**config.mk**
```make
export PLATFORM = sky130hd
export DESIGN_NAME = deass_serializer
export DESIGN_NICKNAME = d
export VERILOG_FILES = /design/src/rtl/deass_serializer.sv
export SDC_FILE = /design/constraint.sdc
export NUM_CORES = 1
export LEC_CHECK = 0
export BUFFER_PORTS_ARGS = -buffer_cell sky130_fd_sc_hd__buf_2
export CORE_UTILIZATION = 42
export CTS_BUF_LIST = sky130_fd_sc_hd__clkbuf_4
export DETAILED_ROUTE_END_ITERATION = 7
export GPL_TIMING_DRIVEN = 0
export SLEW_MARGIN = 30
export SYNTH_ARGS = -nofsm -noshare
export SYNTH_HDL_FRONTEND = slang
export SYNTH_SLANG_ARGS = --single-unit
```
**constraint.sdc**
```tcl
create_clock -name clk -period 1.3 [get_ports clk]
set_input_delay 0.26 -clock clk [delete_from_list [all_inputs] [get_ports clk]]
set_output_delay 0.26 -clock clk [all_outputs]
set_load 0.02 [all_outputs]
```
**src/rtl/deass_serializer.sv**
```systemverilog
// deass_serializer: framed single-wire transmitter (start, data LSB first, stop).
// Define DEASS_PARITY_EN to add an even-parity bit between the data and stop bits.
module deass_serializer #(
  parameter int WIDTH      = 8,
  parameter int BIT_CYCLES = 4
) (
  input  logic             clk,
  input  logic             rst,
  input  logic [WIDTH-1:0] din,
  input  logic             din_valid,
  output logic             din_ready,
  output logic             out,
  output logic             busy
);

  localparam int CW = (BIT_CYCLES > 1) ? $clog2(BIT_CYCLES) : 1;
  localparam int BW = (WIDTH > 1) ? $clog2(WIDTH) : 1;
  localparam logic [CW-1:0] CYC_LAST = CW'(BIT_CYCLES - 1);
  localparam logic [BW-1:0] BIT_LAST = BW'(WIDTH - 1);

`ifdef DEASS_PARITY_EN
  typedef enum logic [2:0] {
    S_IDLE, S_START, S_DATA, S_PAR, S_STOP
  } state_t;
`else
  typedef enum logic [2:0] {
    S_IDLE, S_START, S_DATA, S_STOP
  } state_t;
`endif

  state_t state_q, state_d;
  logic [CW-1:0] cyc_q, cyc_d;
  logic [BW-1:0] bit_q, bit_d;
  logic [WIDTH-1:0] shift_q, shift_d;
  logic out_q, out_d;
  logic busy_q, busy_d;
`ifdef DEASS_PARITY_EN
  logic par_q, par_d;
`endif

  logic accept;
  logic cyc_last;

  assign din_ready = (state_q == S_IDLE) && !rst;
  assign out       = out_q;
  assign busy      = busy_q;

  // Next-state, counters and shifter; out/busy follow the next state.
  always_comb begin
    state_d  = state_q;
    cyc_d    = cyc_q;
    bit_d    = bit_q;
    shift_d  = shift_q;
`ifdef DEASS_PARITY_EN
    par_d    = par_q;
`endif
    accept   = din_valid && din_ready;
    cyc_last = (cyc_q == CYC_LAST);
    case (state_q)
      S_IDLE: begin
        if (accept) begin
          state_d = S_START;
          shift_d = din;
          cyc_d   = '0;
          bit_d   = '0;
`ifdef DEASS_PARITY_EN
          par_d   = ^din;
`endif
        end
      end
      S_START: begin
        if (cyc_last) begin
          cyc_d   = '0;
          state_d = S_DATA;
        end else begin
          cyc_d = cyc_q + CW'(1);
        end
      end
      S_DATA: begin
        if (cyc_last) begin
          cyc_d   = '0;
          shift_d = shift_q >> 1;
          if (bit_q == BIT_LAST) begin
            bit_d = '0;
`ifdef DEASS_PARITY_EN
            state_d = S_PAR;
`else
            state_d = S_STOP;
`endif
          end else begin
            bit_d = bit_q + BW'(1);
          end
        end else begin
          cyc_d = cyc_q + CW'(1);
        end
      end
`ifdef DEASS_PARITY_EN
      S_PAR: begin
        if (cyc_last) begin
          cyc_d   = '0;
          state_d = S_STOP;
        end else begin
          cyc_d = cyc_q + CW'(1);
        end
      end
`endif
      S_STOP: begin
        if (cyc_last) begin
          cyc_d   = '0;
          state_d = S_IDLE;
        end else begin
          cyc_d = cyc_q + CW'(1);
        end
      end
      default: begin
        state_d = S_IDLE;
        cyc_d   = '0;
        bit_d   = '0;
      end
    endcase

    case (state_d)
      S_START: out_d = 1'b0;
      S_DATA:  out_d = shift_d[0];
`ifdef DEASS_PARITY_EN
      S_PAR:   out_d = par_d;
`endif
      default: out_d = 1'b1;
    endcase
    busy_d = (state_d != S_IDLE);
  end

  // State and registered outputs; reset abandons any frame in flight.
  always_ff @(posedge clk) begin
    if (rst) begin
      state_q <= S_IDLE;
      cyc_q   <= '0;
      bit_q   <= '0;
      shift_q <= '0;
      out_q   <= 1'b1;
      busy_q  <= 1'b0;
`ifdef DEASS_PARITY_EN
      par_q   <= 1'b0;
`endif
    end else begin
      state_q <= state_d;
      cyc_q   <= cyc_d;
      bit_q   <= bit_d;
      shift_q <= shift_d;
      out_q   <= out_d;
      busy_q  <= busy_d;
`ifdef DEASS_PARITY_EN
      par_q   <= par_d;
`endif
    end
  end

endmodule

```
==> flow_summary.json <==
{
  "outcome": "finished with violations",
  "failed_checks": "setup timing",
  "wire_per_inst_um": 13.8,
  "first_global_vias": 630,
  "grt_util_all_layers_pct": 19.0,
  "floorplan.die_area_um2": 2160,
  "leakage_nw": 0.404,
  "routed_wirelength_um": 1820,
  "comb_power_share_pct": 9.6,
  "cp_slowest_stage_delay_ns": 0.35,
  "detail_route.drc_violations": 0,
  "placedCellCount": 123,
  "grt_start_max_net_pins": 12,
  "min_from": "din[7]",
  "p_int_mw": 0.714,
  "final_critical_path_setup_slack_ns": -0.135,
  "power_frac_seq_pct": 60.6,
  "period_share_pct": 110,
  "hold_path_depth": 2,
  "post-place-ws_ns": -0.167,
  "netlist_instances": 85,
  "final-hold-violation-count": 0,
  "vias_per_cell": 5.23,
  "worstPathMaxFanout": 5,
  "core-area_um2": 1780,
  "finish.net_count": 122,
  "synth-seq-cells": 18,
  "ctsHtreeMaxLevel": 1,
  "fraction_of_layout_instances_using_a_drive_strength_above_1_pct": 37.4,
  "crit_type": "register to register",
  "worst_r2r_startpoint": "state_q[1]$_SDFF_PP0_",
  "whs_endpoint": "shift_q[7]$_SDFFE_PP0P_",
  "setup_viol": 7,
  "cts.reportedPaths.clkPinSlew_ns": 0.11,
  "switching_share_pct": 24.7,
  "endpoint_kind": "register",
  "cp_max_stage_cell": "sky130_fd_sc_hd__dfxtp_2",
  "place_congestion": 0.717,
  "synth-seq-area-share_pct": 43.4,
  "timing.final.max_slew_violations": 0,
  "reg_to_reg_end": "bit_q[0]$_SDFFE_PP0P_",
  "clkPwrFrac_pct": 29.8,
  "clock-root-buffer": "sky130_fd_sc_hd__clkbuf_4",
  "irDropWorstVdd_mv": 0.497,
  "antenna_cells_inserted": 0,
  "syn-cell-area_um2": 831,
  "grt_remaining_overflow": 0,
  "synthesis.area_per_instance_um2": 9.77,
  "skew_final_ns": 0.00655,
  "ys_warn_count": 0,
  "timing.critical_path.arrival_ns": 1.61,
  "initial_cell_density_of_the_core_pct": 46.6,
  "io_buffers": 13,
  "synth.distinct_cells": 30,
  "antenna_violations_before_repair": 0,
  "num_rows": 15,
  "hpwl_um": 1170,
  "fin_util_pct": 59.9,
  "max_freq_mhz": 697,
  "clkSinkCount": 18,
  "fp.dieH_um": 46.5,
  "crit_path_cell_trace": "buf_6, or3b_1, a21o_1, a32oi_1, nor2_1",
  "ctsLongestPathBuffers": 2,
  "timing.max_cap.violations": 0,
  "worst_path_dominant_cell_family": "compound AO/OA/AOI/OAI gates",
  "detail_route.iter0.violations": 12,
  "placed_area_um2": 961,
  "antenna_left": 0,
  "worst_skew_pair.late_latency_ns": 0.29,
  "post_layout_nonfiller_instances": 132,
  "power_switching_mw": 0.234,
  "postLayoutCellArea_um2": 1070,
  "cts_tree": "yes",
  "fin_hold_ws_ns": 0.206,
  "route.vias.total": 691,
  "drt_first_pass_iters": 3,
  "numCtsBuffers": 3,
  "period_minus_slack_ns": 1.44,
  "layout_common_cells": "sky130_fd_sc_hd__dfxtp_1, sky130_fd_sc_hd__buf_2, sky130_fd_sc_hd__nor2_1",
  "syn_to_final_growth_pct": 28.5,
  "dieWidth_um": 46.5,
  "mostFrequentLayoutCell": "sky130_fd_sc_hd__dfxtp_1",
  "required_ns": 1.47,
  "reg2reg_depth": 5,
  "critPathBufInv": 1,
  "hold_path.class": "input port to register",
  "syn_nets": 99,
  "grt_pass1_wl_um": 2860,
  "setup.worst_path.start_class": "register",
  "powerDensity_nw_per_um2": 888,
  "top_level_ports": 14,
  "rsz0062_at_grt": "true",
  "r2r_setup_slk_ns": -0.14
}
## metal layers
| metal | vias to the layer above | share of wire [%] | global-route usage [%] |
|---|---|---|---|
| li1 | 363 | - | - |
| met1 | 317 | 49 | 27.1 |
| met2 | 9 | 48 | 27.8 |
| met3 | 2 | 2.0 | 2.35 |
| met4 | 0 | 0.77 | 8.82 |
| met5 | - | 0 | 0 |
## logic make-up (layout without fill, tap and decap cells)
group / after synthesis / in the layout / synth area share (%)
muxes: 2 / 2 / 2.41
buffers and inverters: 7 / 28 / 5.12
AOI/OAI and AO/OA: 27 / 27 / 25.9
xor gates and xnor gates: 1 / 1 / 1.05
DFF: 18 / 18 / 43.4
and+or+nand+nor: 26 / 27 / 17.2
adders and majority gates: 3 / 3 / 4.52
other: 1 / 1 / 0.451
## synth_stat cells (all sizes together)
cell type	n	area (um^2)
inv	3	11.3
nor2	11	41.3
nor4	1	6.26
a211oi	1	7.51
ha	3	37.5
a32oi	2	17.5
nor3	3	26.3
clkbuf	1	3.75
nor2b	1	6.26
a32o	1	10.0
nand2b	2	12.5
nand2	4	15.0
nand3b	1	7.51
a31oi	1	6.26
or3b	1	8.76
xor2	1	8.76
a22oi	7	52.6
o2bb2ai	6	52.6
a221oi	1	26.3
o21ai	3	15.0
mux2i	2	20.0
and4bb	1	12.5
dfxtp	18	360
a21o	1	7.51
conb	1	3.75
a21oi	4	20.0
and2	1	6.26
buf	3	27.5
## sequential cells by signal, summed over array words and instances, names as in the netlist
| name | cells |
|---|---|
| shift_q | 8 |
| bit_q | 3 |
| state_q | 3 |
| cyc_q | 2 |
| busy | 1 |
| out | 1 |
## timing repair
action,4_1_cts,5_1_grt
buffers inserted,3,1
hold buffers,0,0
cloned,1,0
pin swaps,3,4
gates resized for setup,5,6
setup endpoints to repair,15,15
## final cells by class
cell class	instances	area, um^2
Buffer	4	33.8
Tap cell	25	31.3
Inverter	3	11.3
Multi-Input combinational cell	61	499
Clock inverter	1	3.75
Fill cell	159	716
Sequential cell	18	368
Clock buffer	3	22.5
Timing Repair Buffer	17	97.6
## worst max path at each step
stage                     cells past startpoint                  start                      end
after global placement                        5  cyc_q[0]$_SDFFE_PP0P_           out$_SDFF_PP1_
after CTS                                     5  state_q[1]$_SDFF_PP0_    bit_q[2]$_SDFFE_PP0P_
after floorplan                               5  state_q[1]$_SDFF_PP0_           out$_SDFF_PP1_
after global routing                          5  state_q[1]$_SDFF_PP0_    bit_q[0]$_SDFFE_PP0P_
final                                         5  state_q[1]$_SDFF_PP0_    bit_q[0]$_SDFFE_PP0P_
after detailed placement                      5  cyc_q[1]$_SDFFE_PP0P_  shift_q[2]$_SDFFE_PP0P_
## power by group through the flow
stage | registers [mW] | logic, mW | clock network, mW
4_1_cts | 0.574 | 0.0882 | 0.293
2_1_floorplan | 0.585 | 0.0514 | 0
3_5_place_dp | 0.586 | 0.0836 | 0
6_report | 0.574 | 0.0908 | 0.283
5_1_grt | 0.577 | 0.0998 | 0.322
3_3_place_gp | 0.586 | 0.0832 | 0
## per-stage QoR
step	total power [mW]	TNS, ns
after floorplan	0.637	-0.0630
after global placement	0.669	-1.63
after detailed placement	0.669	-1.43
after CTS	0.955	-0.880
after global routing	0.999	-1.61
final	0.948	-0.523
No activity file was read; power rests on OpenSTA's default activity.
